**config.mk**
```make
export PLATFORM = sky130hd
export DESIGN_NAME = vga_capture
export DESIGN_NICKNAME = d
export VERILOG_FILES = /design/src/rtl/vga_capture.sv
export SDC_FILE = /design/constraint.sdc
export NUM_CORES = 1
export LEC_CHECK = 0
export ABC_AREA = 1
export CAP_MARGIN = 20
export CORE_ASPECT_RATIO = 1.1
export CORE_MARGIN = 2
export CORE_UTILIZATION = 57
export DETAILED_ROUTE_END_ITERATION = 8
export PLACE_DENSITY = 0.85
export SLEW_MARGIN = 5
export SYNTH_ARGS = -nofsm -noshare
export SYNTH_HDL_FRONTEND = slang
export SYNTH_SLANG_ARGS = --single-unit
```
**constraint.sdc**
```tcl
create_clock -name clk -period 4.4 [get_ports clk]
set_input_delay 0.66 -clock clk [delete_from_list [all_inputs] [get_ports clk]]
set_output_delay 0.66 -clock clk [all_outputs]
set_load 0.03 [all_outputs]
```
**src/rtl/vga_capture.sv**
```systemverilog
`timescale 1ns/1ps
// vga_capture: locks onto a VGA raster (one pixel per clock) and writes one
// requested frame into a byte-wide RAM as a 1-bit-per-pixel bitmap.
// The bitmap is column-major: each byte holds 8 vertically adjacent pixels.
// Raster timing is parameterised. The defaults describe the 800x525 raster.
module vga_capture #(
    parameter int RAM_SIZE       = 8192,
    parameter int RAM_ADDR_WIDTH = $clog2(RAM_SIZE),
    parameter int XLEN           = 8,
    parameter int H_ACTIVE       = 640,
    parameter int H_FP           = 16,
    parameter int H_SYNC         = 96,
    parameter int H_BP           = 48,
    parameter int V_ACTIVE       = 480,
    parameter int V_FP           = 10,
    parameter int V_SYNC         = 2,
    parameter int V_BP           = 33
) (
    input  logic                      clk,
    input  logic                      rst_n,
    input  logic [3:0]                vga_red,
    input  logic [3:0]                vga_green,
    input  logic [3:0]                vga_blue,
    input  logic                      h_sync,
    input  logic                      v_sync,
    input  logic                      capture_req,
    output logic [RAM_ADDR_WIDTH-1:0] ram_addr,
    output logic [XLEN-1:0]           ram_wdata,
    output logic [XLEN-1:0]           ram_wmask,
    output logic                      ram_we,
    output logic                      h_locked,
    output logic                      v_locked,
    output logic                      busy,
    output logic                      frame_done,
    output logic                      capture_err
);

    localparam logic [9:0] H_LAST = 10'(H_ACTIVE + H_FP + H_SYNC + H_BP - 1);
    localparam logic [9:0] V_LAST = 10'(V_ACTIVE + V_FP + V_SYNC + V_BP - 1);
    localparam logic [9:0] H_TAG  = 10'(H_ACTIVE + H_FP);
    localparam logic [9:0] V_TAG  = 10'(V_ACTIVE + V_FP);
    localparam logic [9:0] H_VIS  = 10'(H_ACTIVE);
    localparam logic [9:0] V_VIS  = 10'(V_ACTIVE);
    localparam logic [XLEN-1:0] MASK_ONE = XLEN'(1);

    typedef enum logic [1:0] {UNLOCKED = 2'd0, ACQUIRE = 2'd1, LOCKED = 2'd2} lock_state_t;
    typedef enum logic [1:0] {IDLE = 2'd0, ARMED = 2'd1, CAPTURE = 2'd2} cap_state_t;

    logic        hs_q, vs_q, pix_q;
    logic [9:0]  rx_x_q, rx_x_d, rx_y_q, rx_y_d;
    lock_state_t h_state_q, h_state_d, v_state_q, v_state_d;
    cap_state_t  cap_q;
    logic        h_locked_q, v_locked_q;
    logic        busy_q, ram_we_q, frame_done_q, capture_err_q;
    logic [RAM_ADDR_WIDTH-1:0] ram_addr_q, addr_calc;
    logic [XLEN-1:0] ram_wdata_q, ram_wmask_q;

    logic h_edge, v_edge, h_pred, v_pred, x_wrap;
    logic lock_ok, visible, frame_start, frame_last;

    // Edges are detected one stage early (registered level vs. pin) so that the
    // counter already carries the tag on the sample where hs_q/vs_q first read low.
    assign h_edge = hs_q & ~h_sync;
    assign v_edge = vs_q & ~v_sync;
    assign h_pred = (rx_x_q == H_TAG - 10'd1);
    assign x_wrap = ~h_edge & (rx_x_q == H_LAST);
    assign v_pred = x_wrap & (rx_y_q == V_TAG - 10'd1);

    assign lock_ok     = h_locked_q & v_locked_q;
    assign visible     = (rx_x_q < H_VIS) && (rx_y_q < V_VIS);
    assign frame_start = (rx_x_q == 10'd0) && (rx_y_q == 10'd0);
    assign frame_last  = (rx_x_q == H_VIS - 10'd1) && (rx_y_q == V_VIS - 10'd1);

    assign addr_calc = RAM_ADDR_WIDTH'(32'h0000_041F)
                     + RAM_ADDR_WIDTH'({rx_x_q, 5'd0})
                     - RAM_ADDR_WIDTH'(rx_y_q[9:3]);

    // Shared next-state rule for both axis lock FSMs.
    function automatic lock_state_t lock_next(input lock_state_t cur, input logic seen,
                                              input logic pred);
        lock_next = cur;
        case (cur)
            UNLOCKED: if (seen) lock_next = ACQUIRE;
            ACQUIRE:  if (seen && pred) lock_next = LOCKED;
            LOCKED: begin
                if (seen && !pred)      lock_next = ACQUIRE;
                else if (!seen && pred) lock_next = UNLOCKED;
            end
            default:  lock_next = UNLOCKED;
        endcase
    endfunction

    // Free-running position counters; any sync edge re-tags its axis.
    always_comb begin
        rx_x_d = (rx_x_q == H_LAST) ? 10'd0 : rx_x_q + 10'd1;
        if (h_edge) rx_x_d = H_TAG;
        rx_y_d = rx_y_q;
        if (x_wrap) rx_y_d = (rx_y_q == V_LAST) ? 10'd0 : rx_y_q + 10'd1;
        if (v_edge) rx_y_d = V_TAG;
    end

    // Lock next states; vertical lock is meaningless without horizontal lock.
    always_comb begin
        h_state_d = lock_next(h_state_q, h_edge, h_pred);
        v_state_d = (h_state_d != LOCKED) ? UNLOCKED : lock_next(v_state_q, v_edge, v_pred);
    end

    // Input sampling: syncs idle high so reset release cannot fake an edge.
    always_ff @(posedge clk or negedge rst_n) begin
        if (!rst_n) begin
            hs_q  <= 1'b1;
            vs_q  <= 1'b1;
            pix_q <= 1'b0;
        end else begin
            hs_q  <= h_sync;
            vs_q  <= v_sync;
            pix_q <= |{vga_red, vga_green, vga_blue};
        end
    end

    // Position counters and both lock FSMs with registered lock flags.
    always_ff @(posedge clk or negedge rst_n) begin
        if (!rst_n) begin
            rx_x_q     <= 10'd0;
            rx_y_q     <= 10'd0;
            h_state_q  <= UNLOCKED;
            v_state_q  <= UNLOCKED;
            h_locked_q <= 1'b0;
            v_locked_q <= 1'b0;
        end else begin
            rx_x_q     <= rx_x_d;
            rx_y_q     <= rx_y_d;
            h_state_q  <= h_state_d;
            v_state_q  <= v_state_d;
            h_locked_q <= (h_state_d == LOCKED);
            v_locked_q <= (v_state_d == LOCKED);
        end
    end

    // Capture FSM: writes each visible sample one cycle after it is seen.
    // busy stays high through the frame_done cycle and drops on the next one.
    always_ff @(posedge clk or negedge rst_n) begin
        if (!rst_n) begin
            cap_q         <= IDLE;
            busy_q        <= 1'b0;
            ram_we_q      <= 1'b0;
            frame_done_q  <= 1'b0;
            capture_err_q <= 1'b0;
            ram_addr_q    <= '0;
            ram_wdata_q   <= '0;
            ram_wmask_q   <= '0;
        end else begin
            ram_we_q      <= 1'b0;
            frame_done_q  <= 1'b0;
            capture_err_q <= 1'b0;
            ram_addr_q    <= addr_calc;
            ram_wdata_q   <= {XLEN{pix_q}};
            ram_wmask_q   <= MASK_ONE << (3'd7 - rx_y_q[2:0]);
            case (cap_q)
                IDLE: begin
                    busy_q <= capture_req;
                    if (capture_req) cap_q <= ARMED;
                end
                ARMED: begin
                    if (lock_ok && frame_start) begin
                        cap_q    <= CAPTURE;
                        ram_we_q <= 1'b1;
                    end
                end
                CAPTURE: begin
                    if (!lock_ok) begin
                        cap_q         <= IDLE;
                        busy_q        <= 1'b0;
                        capture_err_q <= 1'b1;
                    end else if (visible) begin
                        ram_we_q <= 1'b1;
                        if (frame_last) begin
                            cap_q        <= IDLE;
                            frame_done_q <= 1'b1;
                        end
                    end
                end
                default: cap_q <= IDLE;
            endcase
        end
    end

    assign ram_addr    = ram_addr_q;
    assign ram_wdata   = ram_wdata_q;
    assign ram_wmask   = ram_wmask_q;
    assign ram_we      = ram_we_q;
    assign h_locked    = h_locked_q;
    assign v_locked    = v_locked_q;
    assign busy        = busy_q;
    assign frame_done  = frame_done_q;
    assign capture_err = capture_err_q;

endmodule

```
==> flow_metrics.env <==
export IMPL_power_density_mw_per_mm2=440
export IMPL_place_gp_congestion=0.980
export IMPL_relSlewSlack_pct=53.5
export IMPL_numCtsBuffers=9
export IMPL_grt_max_degree=58
export IMPL_synth_warnings=0
export IMPL_grt_usage_pct=23.2
export IMPL_syn_inst=337
export IMPL_switching_share_pct=33.4
export IMPL_synth_top_family_by_area="simple AND/OR/NAND/NOR gates"
export IMPL_drive_above_1_share_pct=13.2
export IMPL_cts_tree="built"
export IMPL_grt_pass1_wl_mm=10.3
export IMPL_grt_pass1_vias=2301
export IMPL_post_cts_resized=0
export IMPL_synthXorXnorAreaFrac_pct=3.12
export IMPL_pre_cts_slack_ns=2.31
export IMPL_postCtsSetupBuffers=0
export IMPL_crit_buf_inv=1
export IMPL_outcome="finished clean"
export IMPL_drtIter0Drc=172
export IMPL_routed_wl_mm=6.09
export IMPL_switchingPower_w=0.000560
export IMPL_layout_setup_ws_ns=2.26
export IMPL_end_kind="output port"
export IMPL_synth_distinct_cells=37
export IMPL_cp_start_kind="flop"
export IMPL_via_per_inst=5.02
export IMPL_cp_required_ns=3.74
export IMPL_clk_insertion_delay_late_ns=0.33
export IMPL_fp_dieW_um=74.2
export IMPL_cap_violations=0
export IMPL_p_clk_share_pct=28.9
export IMPL_drt_wirelength_per_cell_um=13.0
export IMPL_antenna_found_initial=0
export IMPL_vias=2358
export IMPL_netlist_area_mm2=0.00309
export IMPL_hpwl_mm=4.58
export IMPL_p_int_w=0.00112
export IMPL_critPathTopFamily="buffers and inverters"
export IMPL_power_frac_comb_pct=31.7
export IMPL_io_pins=52
export IMPL_path_cells="clkdlybuf4s50_1"
export IMPL_cp_slowest_stage_delay_ns=0.71
export IMPL_synthMuxAreaShare_pct=0
export IMPL_synth_compound_area_share_pct=6.76
export IMPL_cts_root_buf="clkbuf_8"
export IMPL_synth_avg_cell_area_um2=9.17
export IMPL_power_frac_seq_pct=39.4
export IMPL_slew_viol_final=0
export IMPL_p_leak_nw=1.86
export IMPL_synth_top_cell_area_share_pct=44.5
export IMPL_num_rows=28
export IMPL_slowest_stage="clkdlybuf4s50_1"
export IMPL_ir_drop_uv=339
export IMPL_synthTopCellsByArea="dfrtp_1 (45%), ha_1 (11%), nand2_1 (6.4%)"
export IMPL_ys_seq_area_share_pct=46.2
export IMPL_finalClockSkew_ns=0.00649
export IMPL_fmax_mhz=467
export IMPL_arrival_ns=1.48
export IMPL_diodes=0
export IMPL_finalHoldViolCount=0
export IMPL_placed_area_mm2=0.00361
export IMPL_cp_max_fo=8
export IMPL_h_tree_depth=3
export IMPL_drtPass1Iterations=5
export IMPL_finalSetupViolCount=0
export IMPL_postSynthNetCount=383
export IMPL_setup_tns_final_ns=0
export IMPL_start_util_pct=58.4
export IMPL_cts_hold_buffers=0
export IMPL_die_h_um=81.2
export IMPL_cts_buffer_depth=2
export IMPL_areaGrowthSynthToFinish_pct=23.4
export IMPL_ys_ff_latch=57
export IMPL_final_cell_area_mm2=0.00381
export IMPL_fillers=393
export IMPL_min_period_over_period_pct=48.7
export IMPL_nNetsFinal=436
export IMPL_final_antenna_net_count=0
export IMPL_layout_min_cycle_time_ns=2.14
export IMPL_die_area_mm2=0.00603
export IMPL_synthAdderAreaFrac_pct=12.0
export IMPL_crit_type="reg -> out"
export IMPL_grt_overflow=0
export IMPL_cts_sinks=57
export IMPL_placement_io_buffers=51
export IMPL_yosys_area_share_simple_pct=22.1
export IMPL_clk_pin_slew_ns=0.06
export IMPL_rsz0062_at_grt="no"
export IMPL_min_path_type="reg -> reg"
export IMPL_yosysTopAreaCell="dfrtp_1"
export IMPL_coreArea_mm2=0.00529
export IMPL_drc=0
export IMPL_worstMarginPinSlew_ns=0.697
==> registers in the layout (all words and copies together) (netlist names), 2 cells and up <==
register	flops
cap_q	2
rx_x_q	10
rx_y_q	10
ram_wmask	8
ram_addr	13
h_state_q	2
v_state_q	2
==> layout by cell type, fill, tap and decap left out, types with 6 or more instances in the layout <==
cell / instances
nand3_1: 23
a21oi_1: 14
nand2_2: 8
clkdlybuf4s50_1: 50
inv_1: 49
dfrtp_1: 55
nor3_1: 6
nand2_1: 53
nor2_2: 9
xor2_1: 8
nor2_1: 24
ha_1: 28
clkbuf_8: 11
==> power groups by stage <==
stage | clock network, W | logic (W) | registers (W)
4_1_cts | 0.000498 | 0.000539 | 0.000661
3_3_place_gp | 0 | 0.000513 | 0.000665
6_report | 0.000485 | 0.000532 | 0.000662
2_1_floorplan | 0 | 0.000277 | 0.000745
3_5_place_dp | 0 | 0.000538 | 0.000670
5_1_grt | 0.000525 | 0.000593 | 0.000674
==> cell type report <==
class                   instances  area (µm²)  area share, %
clock buffers                  13         159           4.17
well taps                      75        93.8           2.46
flip-flops and latches         57        1430           37.5
clock inverters                 3        40.0           1.05
multi-input cells             213        1360           35.6
repair buffers                 52         513           13.5
inverters                      57         220           5.77
==> logic make-up after synthesis <==
logic type	after synthesis
simple gates	139
buf+inv	67
flops	57
compound gates	34
fa+ha+maj	29
xor+xnor	11
==> per-layer routing <==
metal / share of wire, % / track usage, % / routed length [µm]
met5: 0 / 0 / 0
met4: 2.6 / 10.2 / 156
met3: 4.5 / 7.07 / 273
met2: 51 / 38.8 / 3110
met1: 42 / 27.4 / 2550
==> worst paths after layout <==
check	startpoint	endpoint	slack (ns)	depth (start not counted)
max in group asynchronous	rst_n	rx_x_q[5]$_DFF_PN0_	3.47	2
min in group asynchronous	rst_n	ram_wdata[0]$_DFF_PN0_	0.45	2
setup reg to reg	rx_y_q[9]$_DFFE_PN0P_	ram_addr[12]$_DFF_PN0_	2.28	9
hold / removal	pix_q$_DFF_PN0_	ram_wdata[0]$_DFF_PN0_	0.34	0
setup / recovery	ram_wdata[0]$_DFF_PN0_	ram_wdata[5]	2.26	1
hold reg to reg	pix_q$_DFF_PN0_	ram_wdata[0]$_DFF_PN0_	0.34	0
==> cell usage after synthesis (all sizes together) <==
library cell	instances
a21boi	2
a21o	1
a21oi	14
a31oi	1
buf	10
clkinv	3
dfrtp	55
dfstp	2
fa	1
ha	28
inv	54
nand2	61
nand3	28
nand4	6
nor2	34
nor3	7
nor4	3
o211ai	3
o21ai	10
o21bai	1
o221ai	1
o22ai	1
xnor2	3
xor2	8
==> through the flow <==
stage | util [%] | cells | hold slack [ns] | power, W
final | 72.1 | 470 | 0.344 | 0.00168
after global routing | 72.1 | 470 | 0.353 | 0.00179
after CTS | 72.1 | 470 | 0.351 | 0.00170
after detailed placement | 68.3 | 454 | 0.342 | 0.00121
after global placement | 68.3 | 454 | 0.336 | 0.00118
after floorplan | - | 337 | 0.331 | 0.00102
Note: power is estimated with default switching activity, not from simulation.
